**src/rtl/vram_arbiter.sv**
```systemverilog
// vram_arbiter: single-port frame-buffer arbiter; scan-out reads preempt a 4-deep write FIFO.
// Optional power-up clear of all 8192 words is enabled by defining VRAM_CLEAR_EN.
module vram_arbiter (
    input  logic        pclk,
    input  logic        rst_n,
    input  logic        rd_req,
    input  logic [12:0] rd_addr,
    output logic [11:0] rd_data,
    input  logic        wr_valid,
    output logic        wr_ready,
    input  logic [12:0] wr_addr,
    input  logic [11:0] wr_data,
    output logic [12:0] ram_addr,
    output logic        ram_we,
    output logic [11:0] ram_din,
    input  logic [11:0] ram_dout,
    output logic [2:0]  fifo_level,
    output logic        busy
);
    logic [12:0] q_addr [4];
    logic [11:0] q_data [4];
    logic [1:0]  rp;
    logic [1:0]  wp;
    logic        push;
    logic        pop;

`ifdef VRAM_CLEAR_EN
    typedef enum logic {CLEAR, RUN} state_t;
    state_t      state;
    logic [12:0] clr_cnt;

    // Clear sweep: one zero write per cycle from address 0, then RUN until the next reset
    always_ff @(posedge pclk) begin
        if (!rst_n) begin
            state   <= CLEAR;
            clr_cnt <= '0;
            busy    <= 1'b1;
        end else if (state == CLEAR) begin
            clr_cnt <= clr_cnt + 13'd1;
            if (clr_cnt == 13'h1FFF) begin
                state <= RUN;
                busy  <= 1'b0;
            end
        end
    end
`else
    assign busy = 1'b0;
`endif

    assign rd_data  = ram_dout;
    assign wr_ready = (fifo_level < 3'd4) && !busy && rst_n;
    assign push     = wr_valid && wr_ready;
    assign pop      = !rd_req && !busy && (fifo_level != 3'd0);

    // RAM port mux: clear sweep, else scan-out, else FIFO head; writes are suppressed while in reset
    always_comb begin
        ram_addr = pop ? q_addr[rp] : rd_addr;
        ram_din  = pop ? q_data[rp] : 12'h000;
        ram_we   = pop && rst_n;
`ifdef VRAM_CLEAR_EN
        if (busy) begin
            ram_addr = clr_cnt;
            ram_din  = 12'h000;
            ram_we   = rst_n;
        end
`endif
    end

    // FIFO pointers and occupancy; push and pop together leave the level unchanged
    always_ff @(posedge pclk) begin
        if (!rst_n) begin
            rp         <= '0;
            wp         <= '0;
            fifo_level <= '0;
        end else begin
            if (push)
                wp <= wp + 2'd1;
            if (pop)
                rp <= rp + 2'd1;
            fifo_level <= fifo_level + {2'b00, push} - {2'b00, pop};
        end
    end

    // FIFO storage; contents need no reset since occupancy gates every read
    always_ff @(posedge pclk) begin
        if (push) begin
            q_addr[wp] <= wr_addr;
            q_data[wp] <= wr_data;
        end
    end
endmodule

```
**config.mk**
```make
export PLATFORM = sky130hd
export DESIGN_NAME = vram_arbiter
export DESIGN_NICKNAME = d
export VERILOG_FILES = /design/src/rtl/vram_arbiter.sv
export SDC_FILE = /design/constraint.sdc
export NUM_CORES = 1
export LEC_CHECK = 0
export ABC_AREA = 1
export CAP_MARGIN = 20
export CORE_UTILIZATION = 50
export DETAILED_ROUTE_END_ITERATION = 8
export DONT_BUFFER_PORTS = 1
export PLACE_DENSITY = 0.65
export SLEW_MARGIN = 20
export SYNTH_ARGS = -nofsm -noshare
export SYNTH_HDL_FRONTEND = slang
export SYNTH_SLANG_ARGS = --single-unit
```
**constraint.sdc**
```tcl
create_clock -name pclk -period 2.8 [get_ports pclk]
set_clock_uncertainty 0.1 [all_clocks]
set_input_delay 0.42 -clock pclk [delete_from_list [all_inputs] [get_ports pclk]]
set_output_delay 0.42 -clock pclk [all_outputs]
set_load 0.01 [all_outputs]
```
==> flow_results.xml, run 1 <==
<?xml version="1.0" encoding="UTF-8"?>
<metrics>
  <group name="run_status">
    <metric name="outcome" unit="">finished, final reports clean</metric>
  </group>
  <group name="sta">
    <metric name="unrepaired_setup_endpoints_after_global_routing" unit="">false</metric>
    <metric name="timing_worst_slew_pin_value" unit="ps">611</metric>
    <metric name="final_critical_path_setup_slack" unit="ps">386</metric>
    <metric name="whs" unit="ps">42.1</metric>
    <metric name="maximum_clock_frequency" unit="MHz">414</metric>
    <metric name="slew_headroom" unit="">0.592</metric>
    <metric name="setup_violations" unit="">0</metric>
    <metric name="timing_hold_violations_final" unit="">0</metric>
    <metric name="fin_crit" unit="ps">2410</metric>
    <metric name="setup-tns-final" unit="ps">0</metric>
    <metric name="layout_worst_path_cycle_share" unit="">0.862</metric>
    <metric name="slew_violations" unit="">0</metric>
  </group>
  <group name="clock_network">
    <metric name="tritoncts_num_sinks" unit="">109</metric>
    <metric name="cts-root-buf" unit="">sky130_fd_sc_hd__clkbuf_8</metric>
    <metric name="cts_hold_buf" unit="">0</metric>
    <metric name="tritoncts" unit="">built</metric>
    <metric name="clock_latency" unit="ps">360</metric>
    <metric name="clock_slew_at_the_register_clock_pins_of_the_worst_setup_and_hold_paths" unit="ps">100</metric>
    <metric name="cts_resized" unit="">0</metric>
    <metric name="postCtsSetupRepairBufs" unit="">0</metric>
    <metric name="cts.path.max_buffers" unit="">2</metric>
    <metric name="cts_inserted_buffers" unit="">9</metric>
    <metric name="clock_tree.htree_level_count" unit="">3</metric>
  </group>
  <group name="floorplan">
    <metric name="die_h" unit="um">101</metric>
    <metric name="initial_core_util" unit="">0.526</metric>
    <metric name="core-area" unit="um^2">9420</metric>
    <metric name="rows" unit="">35</metric>
    <metric name="design.die.area" unit="um^2">10300</metric>
    <metric name="top_level_ports" unit="">97</metric>
    <metric name="die_width" unit="um">101</metric>
  </group>
  <group name="global_route">
    <metric name="grt_first_pass_wirelength" unit="mm">14.4</metric>
    <metric name="globalRouteOverflowTotal" unit="">0</metric>
    <metric name="global_route.usage.total" unit="">0.189</metric>
    <metric name="grt_antenna_before_repair" unit="">0</metric>
    <metric name="first_global_vias" unit="">2889</metric>
    <metric name="grt_max_degree" unit="">51</metric>
  </group>
  <group name="critical_path">
    <metric name="crit_required" unit="ps">2280</metric>
    <metric name="setup.worst_path.class" unit="">reg -&gt; out</metric>
    <metric name="worstPathMaxFanout" unit="">16</metric>
    <metric name="setup.worst_path.end_class" unit="">output pin</metric>
    <metric name="reg2reg_from" unit="">fifo_level[2]$_SDFF_PN0_</metric>
    <metric name="rr_worst_depth" unit="">10</metric>
    <metric name="worstPathArrival" unit="ps">1890</metric>
    <metric name="timing.critical_path.from_type" unit="">register</metric>
    <metric name="regToRegEndpoint" unit="">fifo_level[1]$_SDFF_PN0_</metric>
    <metric name="setup.reg_to_reg.worst_slack" unit="ps">490</metric>
  </group>
  <group name="synthesis">
    <metric name="syn_inst" unit="">503</metric>
    <metric name="synth_area" unit="um^2">4950</metric>
    <metric name="sequential_cell_area_fraction_in_the_yosys_report" unit="">0.643</metric>
    <metric name="synthesis.yosys.warnings" unit="">0</metric>
    <metric name="synth.net_count" unit="">563</metric>
    <metric name="postSynthRegisterBits" unit="">109</metric>
    <metric name="avgSynthCellArea" unit="um^2">9.84</metric>
    <metric name="yosys.cell_types.count" unit="">20</metric>
  </group>
  <group name="min_path">
    <metric name="min-delay-path-class" unit="">in -&gt; reg</metric>
    <metric name="hold-path-endpoint" unit="">q_data[0][0]$_DFFE_PP_</metric>
    <metric name="timing.hold.worst_path_depth" unit="">0</metric>
    <metric name="min_from" unit="">wr_data[0]</metric>
  </group>
  <group name="finish">
    <metric name="num-nets-final" unit="">553</metric>
    <metric name="finish.instance_area" unit="um^2">5230</metric>
    <metric name="post_route_cells_drive_above_1_share" unit="">0.0944</metric>
    <metric name="flow.area_growth_from_synthesis" unit="%">5.64</metric>
    <metric name="diodes" unit="">0</metric>
  </group>
  <group name="flow_run">
    <metric name="maxCapViolCount" unit="">0</metric>
  </group>
  <group name="detailed_routing">
    <metric name="post_drt_wl_per_cell" unit="um">14.6</metric>
    <metric name="detail_route.vias_per_cell" unit="">4.84</metric>
    <metric name="via_count_of_the_routed_design" unit="">3033</metric>
    <metric name="postRouteAntennaNets" unit="">0</metric>
    <metric name="drt_iter0_markers" unit="">134</metric>
    <metric name="remaining_drc_errors" unit="">0</metric>
    <metric name="drt_pre_antenna_iters" unit="">4</metric>
    <metric name="detail_route.wirelength" unit="mm">9.17</metric>
  </group>
  <group name="power_and_ir_drop">
    <metric name="max-vdd-ir-drop" unit="mV">0.359</metric>
    <metric name="power.density" unit="nW/um^2">760</metric>
    <metric name="total_power" unit="W">0.00397</metric>
    <metric name="power.static_leakage" unit="nW">2.28</metric>
  </group>
  <group name="place">
    <metric name="buffer_ports.inserted" unit="">0</metric>
    <metric name="dpl.hpwl" unit="mm">5.80</metric>
    <metric name="post_dp_cell_area" unit="um^2">5020</metric>
    <metric name="place_ws" unit="ps">465</metric>
    <metric name="placer_s_final_routability_congestion_estimate" unit="">0.724</metric>
  </group>
</metrics>
-- routing by layer --
layer  share of wire  wire length, um  global-route usage  vias up
li1                -                -                   -     1532
met1            0.43             3920               0.221     1395
met2            0.49             4490               0.336       90
met3           0.063              581              0.0428       16
met4           0.020              180              0.0825        0
met5               0                0                   0        -
-- synthesized netlist by cell type --
master	n	area share
sky130_fd_sc_hd__buf_2	15	0.015
sky130_fd_sc_hd__inv_2	4	0.0030
sky130_fd_sc_hd__ha_1	5	0.013
sky130_fd_sc_hd__nand2_4	2	0.0046
sky130_fd_sc_hd__nand2_1	188	0.14
sky130_fd_sc_hd__buf_4	14	0.021
sky130_fd_sc_hd__xnor2_1	1	0.0018
sky130_fd_sc_hd__nor2_2	2	0.0025
sky130_fd_sc_hd__inv_1	88	0.067
sky130_fd_sc_hd__clkbuf_1	2	0.0015
sky130_fd_sc_hd__nor2_1	9	0.0068
sky130_fd_sc_hd__buf_6	2	0.0046
sky130_fd_sc_hd__nand3_1	43	0.043
sky130_fd_sc_hd__dfxtp_1	9	0.036
sky130_fd_sc_hd__edfxtp_1	100	0.61
sky130_fd_sc_hd__a21oi_2	9	0.016
sky130_fd_sc_hd__conb_1	1	0.00076
sky130_fd_sc_hd__nor2_4	1	0.0023
sky130_fd_sc_hd__fa_1	1	0.0040
sky130_fd_sc_hd__a21oi_1	7	0.0071
-- cell families (layout without fill, tap and decap cells) --
family                     count (synthesis)  count (layout)  share of synthesized area
other                                      1               1                   0.000758
xor gates and xnor gates                   1               1                    0.00177
DFF                                      109             109                      0.643
and+or+nand+nor                          245             245                      0.202
buffers and inverters                    125             120                      0.112
AOI/OAI and AO/OA                         16              16                     0.0230
adders and majority gates                  6               6                     0.0167
-- sequential cells by signal, indices dropped and copies added (netlist names), named ones only --
register and flops:
q_addr 52, rp 2, fifo_level 3, q_data 48, wp 2
-- power breakdown --
group	switching, W	internal (W)
registers	0.0000513	0.00188
logic	0.000751	0.000300
clock network	0.000490	0.000499
-- area by class of cell --
class	instances	area, um^2
sequential	109	3180
clock buffer	11	131
fill	831	4190
clock inverter	5	75.1
multi-input combinational	269	1240
inverter	92	345
tap	129	161
timing repair buffer	12	90.1
-- worst max-delay path by stage --
stage	end	cells after the start	slack (ps)	start
2_1_floorplan	q_addr[0][0]$_DFFE_PP_	4	450	rst_n
3_3_place_gp	fifo_level[1]$_SDFF_PN0_	10	540	fifo_level[2]$_SDFF_PN0_
3_5_place_dp	fifo_level[1]$_SDFF_PN0_	10	460	fifo_level[2]$_SDFF_PN0_
5_1_grt	ram_din[11]	6	280	fifo_level[2]$_SDFF_PN0_
4_1_cts	ram_din[11]	6	360	fifo_level[2]$_SDFF_PN0_
6_report	ram_din[11]	6	390	fifo_level[2]$_SDFF_PN0_
-- cells in the final DEF, fill, tap and decap left out, drive strengths merged --
| cell | count |
|---|---|
| clkbuf | 11 |
| xnor2 | 1 |
| a21oi | 16 |
| ha | 5 |
| fa | 1 |
| buf | 12 |
| nand3 | 43 |
| nor2 | 12 |
| clkinv | 2 |
| conb | 1 |
| nand2 | 190 |
| inv | 92 |
| bufinv | 2 |
| edfxtp | 100 |
| dfxtp | 9 |
| clkinvlp | 1 |
-- metrics by stage --
step           std cells   util
6_report             627  0.555
2_1_floorplan        503      -
5_1_grt              627  0.555
4_1_cts              627  0.555
3_5_place_dp         611  0.533
3_3_place_gp         611  0.533
-- critical path, cell delays in order, from the launching register on --
cell and delay [ps]:
sky130_fd_sc_hd__dfxtp_1 510, sky130_fd_sc_hd__nor2_2 100, sky130_fd_sc_hd__nand2_4 90, sky130_fd_sc_hd__nand2_4 150, sky130_fd_sc_hd__buf_4 270, sky130_fd_sc_hd__a21oi_1 230
sky130_fd_sc_hd__buf_4 170
No activity file was read; power rests on OpenSTA's default activity.
==> run 2: changes to the inputs <==
--- a/config.mk
+++ b/config.mk
@@ -10,6 +10,7 @@
 export CORE_UTILIZATION = 50
 export DETAILED_ROUTE_END_ITERATION = 8
 export DONT_BUFFER_PORTS = 1
+export HOLD_SLACK_MARGIN = 0.06
 export PLACE_DENSITY = 0.65
 export SLEW_MARGIN = 20
 export SYNTH_ARGS = -nofsm -noshare
==> run 2 against run 1 <==
- non-clock buffer count increased by 26
- final cell count rose by 4.1%
- setup slack barely moved
- power increased by 1.2%
- wire length up 2.4%
- critical path depth is the same
==> flow_results.xml, run 2 (synthesis gave the netlist of run 1 again) <==
<?xml version="1.0" encoding="UTF-8"?>
<metrics>
  <group name="run_status">
    <metric name="outcome" unit="">finished, final reports clean</metric>
  </group>
  <group name="finish">
    <metric name="finish.instance_area" unit="um^2">5490</metric>
    <metric name="biggestRegsByFlops" unit="">q_addr (52), q_data (48), fifo_level (3)</metric>
    <metric name="largest_register_ff_count" unit="">52</metric>
    <metric name="flow.area_growth_from_synthesis" unit="%">10.9</metric>
    <metric name="most-common-layout-cells" unit="">sky130_fd_sc_hd__nand2_1 (188), sky130_fd_sc_hd__edfxtp_1 (100), sky130_fd_sc_hd__inv_1 (88)</metric>
    <metric name="post_route_cells_drive_above_1_share" unit="">0.0897</metric>
    <metric name="diodes" unit="">0</metric>
    <metric name="largest-register" unit="">q_addr</metric>
    <metric name="layout_commonest_cell" unit="">sky130_fd_sc_hd__nand2_1</metric>
    <metric name="num-nets-final" unit="">579</metric>
    <metric name="instances_no_fill" unit="">653</metric>
  </group>
  <group name="place">
    <metric name="post_dp_cell_area" unit="um^2">5020</metric>
    <metric name="buffer_ports.inserted" unit="">0</metric>
    <metric name="placed_cells" unit="">611</metric>
    <metric name="placer_s_final_routability_congestion_estimate" unit="">0.724</metric>
    <metric name="dpl.hpwl" unit="mm">5.80</metric>
  </group>
  <group name="critical_path">
    <metric name="worstPathMaxFanout" unit="">16</metric>
    <metric name="reg2reg_from" unit="">fifo_level[2]$_SDFF_PN0_</metric>
    <metric name="worstPathArrival" unit="ps">1890</metric>
    <metric name="timing.critical_path.from_type" unit="">register</metric>
    <metric name="regToRegEndpoint" unit="">fifo_level[1]$_SDFF_PN0_</metric>
    <metric name="crit_required" unit="ps">2280</metric>
    <metric name="setup.worst_path.class" unit="">reg -&gt; out</metric>
    <metric name="setup.worst_path.end_class" unit="">output pin</metric>
    <metric name="rr_worst_depth" unit="">10</metric>
    <metric name="setup.reg_to_reg.worst_slack" unit="ps">480</metric>
  </group>
  <group name="min_path">
    <metric name="hold-path-endpoint" unit="">rp[1]$_SDFFE_PN0P_</metric>
    <metric name="timing.hold.worst_path_depth" unit="">2</metric>
    <metric name="min_from" unit="">rst_n</metric>
    <metric name="min-delay-path-class" unit="">in -&gt; reg</metric>
  </group>
  <group name="detailed_routing">
    <metric name="drt_pre_antenna_iters" unit="">4</metric>
    <metric name="post_drt_wl_per_cell" unit="um">14.4</metric>
    <metric name="detail_route.vias_per_cell" unit="">4.81</metric>
    <metric name="postRouteAntennaNets" unit="">0</metric>
    <metric name="via_count_of_the_routed_design" unit="">3139</metric>
    <metric name="drt_iter0_markers" unit="">122</metric>
    <metric name="detail_route.wirelength" unit="mm">9.39</metric>
    <metric name="remaining_drc_errors" unit="">0</metric>
  </group>
  <group name="clock_network">
    <metric name="clock_latency" unit="ps">360</metric>
    <metric name="cts.path.max_buffers" unit="">2</metric>
    <metric name="cts_resized" unit="">0</metric>
    <metric name="clock_slew_at_the_register_clock_pins_of_the_worst_setup_and_hold_paths" unit="ps">90</metric>
    <metric name="cts-root-buf" unit="">sky130_fd_sc_hd__clkbuf_8</metric>
    <metric name="tritoncts_num_sinks" unit="">109</metric>
    <metric name="tritoncts" unit="">built</metric>
    <metric name="clock_tree.htree_level_count" unit="">3</metric>
    <metric name="cts_inserted_buffers" unit="">9</metric>
  </group>
  <group name="floorplan">
    <metric name="core-area" unit="um^2">9420</metric>
    <metric name="top_level_ports" unit="">97</metric>
    <metric name="rows" unit="">35</metric>
    <metric name="die_width" unit="um">101</metric>
    <metric name="design.die.area" unit="um^2">10300</metric>
    <metric name="initial_core_util" unit="">0.526</metric>
    <metric name="die_h" unit="um">101</metric>
  </group>
  <group name="sta">
    <metric name="layout_worst_path_cycle_share" unit="">0.862</metric>
    <metric name="fin_crit" unit="ps">2410</metric>
    <metric name="slew_headroom" unit="">0.591</metric>
    <metric name="timing_worst_slew_pin_value" unit="ps">613</metric>
    <metric name="timing_hold_violations_final" unit="">0</metric>
    <metric name="slew_violations" unit="">0</metric>
    <metric name="unrepaired_setup_endpoints_after_global_routing" unit="">false</metric>
    <metric name="setup_violations" unit="">0</metric>
    <metric name="setup-tns-final" unit="ps">0</metric>
    <metric name="maximum_clock_frequency" unit="MHz">414</metric>
  </group>
  <group name="global_route">
    <metric name="first_global_vias" unit="">3016</metric>
    <metric name="grt_antenna_before_repair" unit="">0</metric>
    <metric name="global_route.usage.total" unit="">0.194</metric>
    <metric name="grt_max_degree" unit="">51</metric>
    <metric name="globalRouteOverflowTotal" unit="">0</metric>
    <metric name="grt_first_pass_wirelength" unit="mm">14.8</metric>
  </group>
  <group name="power_and_ir_drop">
    <metric name="clkPwrFrac" unit="">0.245</metric>
    <metric name="switching_share" unit="">0.327</metric>
    <metric name="power.static_leakage" unit="nW">2.39</metric>
    <metric name="power_switching" unit="W">0.00132</metric>
    <metric name="pwr-share-seq" unit="">0.480</metric>
    <metric name="total_power" unit="W">0.00402</metric>
    <metric name="power.density" unit="nW/um^2">733</metric>
    <metric name="comb_power_share" unit="">0.274</metric>
    <metric name="power.internal" unit="W">0.00270</metric>
    <metric name="max-vdd-ir-drop" unit="mV">0.360</metric>
  </group>
  <group name="flow_run">
    <metric name="maxCapViolCount" unit="">0</metric>
  </group>
</metrics>
[run 2: how the worst max path moves through the flow]
stage / cells past startpoint / start / to
2_1_floorplan: 4 / rst_n / q_addr[0][0]$_DFFE_PP_
3_3_place_gp: 10 / fifo_level[2]$_SDFF_PN0_ / fifo_level[1]$_SDFF_PN0_
3_5_place_dp: 10 / fifo_level[2]$_SDFF_PN0_ / fifo_level[1]$_SDFF_PN0_
4_1_cts: 6 / fifo_level[2]$_SDFF_PN0_ / ram_din[11]
5_1_grt: 6 / fifo_level[2]$_SDFF_PN0_ / ram_din[11]
6_report: 6 / fifo_level[2]$_SDFF_PN0_ / ram_din[11]
[run 2: metal layers]
metal  track usage  vias up  wire (um)
met4        0.0814        0        184
met1         0.230     1458       4120
met2         0.345       79       4600
met5             0        -          0
li1              -     1586          -
met3        0.0380       16        491
[run 2: worst max-delay path: stages, from the launching register on]
cell                      delay, ps
sky130_fd_sc_hd__dfxtp_1        510
sky130_fd_sc_hd__nor2_2         100
sky130_fd_sc_hd__nand2_4         90
sky130_fd_sc_hd__nand2_4        160
sky130_fd_sc_hd__buf_4          270
sky130_fd_sc_hd__a21oi_1        230
sky130_fd_sc_hd__buf_4          170
[run 2: through the flow]
step	util	hold WS, ps	setup WS (ps)
5_1_grt	0.583	96.7	279
3_3_place_gp	0.533	364	545
4_1_cts	0.583	79.5	362
2_1_floorplan	-	349	451
6_report	0.583	89.8	386
3_5_place_dp	0.533	365	465
[run 2: layout make-up]
class                   instances  area [um^2]
clock buffers                  11          131
multi-input cells             269         1240
flip-flops and latches        109         3180
inverters                      92          345
fillers                       820         3930
well taps                     129          161
clock inverters                 5         75.1
repair buffers                 38          350
[run 2: power groups by stage]
| stage | clock network (W) | logic (W) | registers [W] |
|---|---|---|---|
| 2_1_floorplan | 0 | 0.000873 | 0.00196 |
| 3_5_place_dp | 0 | 0.00106 | 0.00197 |
| 5_1_grt | 0.00106 | 0.00124 | 0.00194 |
| 4_1_cts | 0.00100 | 0.00111 | 0.00193 |
| 6_report | 0.000987 | 0.00110 | 0.00193 |
| 3_3_place_gp | 0 | 0.00104 | 0.00197 |
[run 2: what timing repair did]
| item | CTS | global route |
|---|---|---|
| setup buffers | 0 | 0 |
| hold buffers | 26 | 0 |
| endpoints found under the hold margin | 103 | 0 |
==> run 3: changes to the inputs <==
--- a/config.mk
+++ b/config.mk
@@ -12,6 +12,7 @@
 export DONT_BUFFER_PORTS = 1
 export HOLD_SLACK_MARGIN = 0.06
 export PLACE_DENSITY = 0.65
+export REMOVE_ABC_BUFFERS = 1
 export SLEW_MARGIN = 20
 export SYNTH_ARGS = -nofsm -noshare
 export SYNTH_HDL_FRONTEND = slang
==> run 3 against run 2 <==
- worst hold slack better by 7.9 ps
- wire length down 3.3%
- first-iteration DRC count up 25%
- final area down 1.2%
- core utilization down 0.70 points
- via count down 2.0%
- count of clock-buffer cells in the layout down 1
- non-clock buffer count down 3
- flip-flop and latch count unchanged
- sequential power about the same
- maximum frequency up 8.0%
- combinational power down 4%
==> flow_results.xml, run 3 (synthesis gave the netlist of run 1 again) <==
<?xml version="1.0" encoding="UTF-8"?>
<metrics>
  <group name="clock_network">
    <metric name="cts_resized" unit="">0</metric>
    <metric name="cts_inserted_buffers" unit="">9</metric>
    <metric name="clock_slew_at_the_register_clock_pins_of_the_worst_setup_and_hold_paths" unit="ps">100</metric>
    <metric name="cts-root-buf" unit="">sky130_fd_sc_hd__clkbuf_8</metric>
    <metric name="clock_latency" unit="ps">360</metric>
    <metric name="clock_tree.htree_level_count" unit="">3</metric>
    <metric name="cts.path.max_buffers" unit="">2</metric>
    <metric name="tritoncts_num_sinks" unit="">109</metric>
    <metric name="tritoncts" unit="">built</metric>
  </group>
  <group name="finish">
    <metric name="flow.area_growth_from_synthesis" unit="%">9.56</metric>
    <metric name="num-nets-final" unit="">576</metric>
    <metric name="finish.instance_area" unit="um^2">5420</metric>
    <metric name="area.sequential" unit="um^2">3180</metric>
    <metric name="fin_util" unit="">0.576</metric>
    <metric name="diodes" unit="">0</metric>
    <metric name="layout_commonest_cell" unit="">sky130_fd_sc_hd__nand2_1</metric>
    <metric name="largest_register_ff_count" unit="">52</metric>
    <metric name="multi_input_comb_area" unit="um^2">1220</metric>
    <metric name="final.fill_count" unit="">806</metric>
    <metric name="most-common-layout-cells" unit="">sky130_fd_sc_hd__nand2_1 (188), sky130_fd_sc_hd__edfxtp_1 (100), sky130_fd_sc_hd__inv_1 (88)</metric>
    <metric name="biggestRegsByFlops" unit="">q_addr (52), q_data (48), fifo_level (3)</metric>
    <metric name="post_route_cells_drive_above_1_share" unit="">0.0902</metric>
    <metric name="largest-register" unit="">q_addr</metric>
  </group>
  <group name="power_and_ir_drop">
    <metric name="max-vdd-ir-drop" unit="mV">0.568</metric>
    <metric name="power.density" unit="nW/um^2">713</metric>
    <metric name="power.static_leakage" unit="nW">2.37</metric>
    <metric name="total_power" unit="W">0.00387</metric>
  </group>
  <group name="critical_path">
    <metric name="rr_worst_depth" unit="">10</metric>
    <metric name="setup.worst_path.class" unit="">reg -&gt; out</metric>
    <metric name="setup.reg_to_reg.worst_slack" unit="ps">630</metric>
    <metric name="worstPathMaxFanout" unit="">22</metric>
    <metric name="regToRegEndpoint" unit="">fifo_level[1]$_SDFF_PN0_</metric>
    <metric name="timing.critical_path.from_type" unit="">register</metric>
    <metric name="crit_path_max_incr_delay" unit="ps">340</metric>
    <metric name="setup.worst_path.end_class" unit="">output pin</metric>
    <metric name="worstPathArrival" unit="ps">1720</metric>
    <metric name="crit_cells" unit="">6</metric>
    <metric name="worst_path_dominant_cell_family" unit="">buffers and inverters</metric>
    <metric name="reg2reg_from" unit="">fifo_level[2]$_SDFF_PN0_</metric>
    <metric name="cp_common_cell" unit="">sky130_fd_sc_hd__nand2_1</metric>
    <metric name="critical_path.n_buffers_inverters" unit="">2</metric>
    <metric name="worstPathCellList" unit="">inv_2, buf_4, nand2_1, nand2_1, nand2_1, a21oi_1</metric>
    <metric name="cpMaxStageDelayCell" unit="">sky130_fd_sc_hd__dfxtp_2</metric>
    <metric name="crit_required" unit="ps">2280</metric>
  </group>
  <group name="min_path">
    <metric name="min-delay-path-class" unit="">in -&gt; reg</metric>
    <metric name="timing.hold.worst_path_depth" unit="">2</metric>
    <metric name="hold-path-endpoint" unit="">rp[1]$_SDFFE_PN0P_</metric>
    <metric name="min_from" unit="">rst_n</metric>
  </group>
  <group name="place">
    <metric name="dpl.hpwl" unit="mm">5.32</metric>
    <metric name="placer_s_final_routability_congestion_estimate" unit="">0.711</metric>
    <metric name="buffer_ports.inserted" unit="">0</metric>
    <metric name="post_dp_cell_area" unit="um^2">4980</metric>
  </group>
  <group name="detailed_routing">
    <metric name="postRouteAntennaNets" unit="">0</metric>
    <metric name="detail_route.wirelength" unit="mm">9.09</metric>
    <metric name="post_drt_wl_per_cell" unit="um">14.0</metric>
    <metric name="met1_routed_wirelength_after_detailed_routing" unit="mm">4.01</metric>
    <metric name="met3_wirelength" unit="um">636</metric>
    <metric name="remaining_drc_errors" unit="">0</metric>
    <metric name="detail_route.vias_per_cell" unit="">4.73</metric>
    <metric name="via_count_of_the_routed_design" unit="">3077</metric>
    <metric name="drt_pre_antenna_iters" unit="">5</metric>
    <metric name="route.met2.wl" unit="mm">4.35</metric>
    <metric name="drt_iter0_markers" unit="">153</metric>
    <metric name="highest-signal-layer" unit="">met4</metric>
  </group>
  <group name="floorplan">
    <metric name="rows" unit="">35</metric>
    <metric name="initial_core_util" unit="">0.526</metric>
    <metric name="core-area" unit="um^2">9420</metric>
    <metric name="die_h" unit="um">101</metric>
    <metric name="design.die.area" unit="um^2">10300</metric>
    <metric name="top_level_ports" unit="">97</metric>
    <metric name="die_width" unit="um">101</metric>
  </group>
  <group name="global_route">
    <metric name="grt_first_pass_wirelength" unit="mm">14.1</metric>
    <metric name="global_route.usage.total" unit="">0.188</metric>
    <metric name="grt_antenna_before_repair" unit="">0</metric>
    <metric name="first_global_vias" unit="">2898</metric>
    <metric name="globalRouteOverflowTotal" unit="">0</metric>
    <metric name="grt_max_degree" unit="">51</metric>
  </group>
  <group name="sta">
    <metric name="timing_hold_violations_final" unit="">0</metric>
    <metric name="fin_crit" unit="ps">2240</metric>
    <metric name="timing_worst_slew_pin_value" unit="ps">559</metric>
    <metric name="setup_violations" unit="">0</metric>
    <metric name="slew_headroom" unit="">0.627</metric>
    <metric name="unrepaired_setup_endpoints_after_global_routing" unit="">false</metric>
    <metric name="setup-tns-final" unit="ps">0</metric>
    <metric name="slew_violations" unit="">0</metric>
    <metric name="layout_worst_path_cycle_share" unit="">0.799</metric>
    <metric name="maximum_clock_frequency" unit="MHz">447</metric>
  </group>
  <group name="run_status">
    <metric name="outcome" unit="">finished, final reports clean</metric>
  </group>
  <group name="flow_run">
    <metric name="maxCapViolCount" unit="">0</metric>
  </group>
</metrics>
run 3: cell types whose count changed in the layout (fill, tap and decap cells not counted):
cell and change:
sky130_fd_sc_hd__nor2_2 +4, sky130_fd_sc_hd__clkinvlp_4 -1, sky130_fd_sc_hd__clkinv_1 -2, sky130_fd_sc_hd__bufinv_16 -2
sky130_fd_sc_hd__clkinv_4 +3, sky130_fd_sc_hd__nor2_4 -4, sky130_fd_sc_hd__buf_4 -3, sky130_fd_sc_hd__inv_6 +2
sky130_fd_sc_hd__clkbuf_1 -1, sky130_fd_sc_hd__inv_8 +1
run 3: worst max-delay path by stage:
stage / from / endpoint / slack [ps]
CTS: register / ram_din[11] / 520
global route: fifo_level[2]$_SDFF_PN0_ / ram_addr[8] / 400
floorplan: register / ram_din[0] / 200
detailed placement: fifo_level[2]$_SDFF_PN0_ / fifo_level[1]$_SDFF_PN0_ / 640
global placement: fifo_level[2]$_SDFF_PN0_ / fifo_level[1]$_SDFF_PN0_ / 650
finish: register / ram_din[11] / 560
run 3: what timing repair did:
action                                  4_1_cts  5_1_grt
hold buffers                                 26        0
buffers inserted                              0        0
endpoints found under the hold margin       103        0
endpoints found under the setup margin        0        0
run 3: power breakdown:
| part | switching, W | internal (W) | total, W |
|---|---|---|---|
| logic | 0.000745 | 0.000314 | 0.00106 |
| clock network | 0.000527 | 0.000342 | 0.000869 |
| registers | 0.0000579 | 0.00188 | 0.00194 |
run 3: layer usage:
layer / vias up / GRT usage
li1: 1578 / -
met1: 1382 / 0.226
met2: 109 / 0.322
met3: 8 / 0.0621
met4: 0 / 0.0557
met5: - / 0
run 3: cell type report:
class | instances | share of cell area
Inverter | 92 | 0.0637
Clock buffer | 10 | 0.0235
Multi-Input combinational cell | 269 | 0.225
Timing Repair Buffer | 35 | 0.0605
Clock inverter | 6 | 0.0102
Sequential cell | 109 | 0.587
Tap cell | 129 | 0.0298
run 3: metrics by stage:
step / instances / hold WS, ps / worst slack, ps
3_3_place_gp: 608 / 381 / 647
2_1_floorplan: 470 / 349 / 197
6_report: 650 / 97.7 / 564
4_1_cts: 650 / 74.4 / 519
5_1_grt: 650 / 69.1 / 395
3_5_place_dp: 608 / 375 / 637
run 3: worst register-to-register path, delay by kind of cell (launching register included):
kind / cells / cell delay, ps
simple gates: 6 / 600
flops: 1 / 410
fa+ha+maj: 2 / 560
buf+inv: 2 / 400
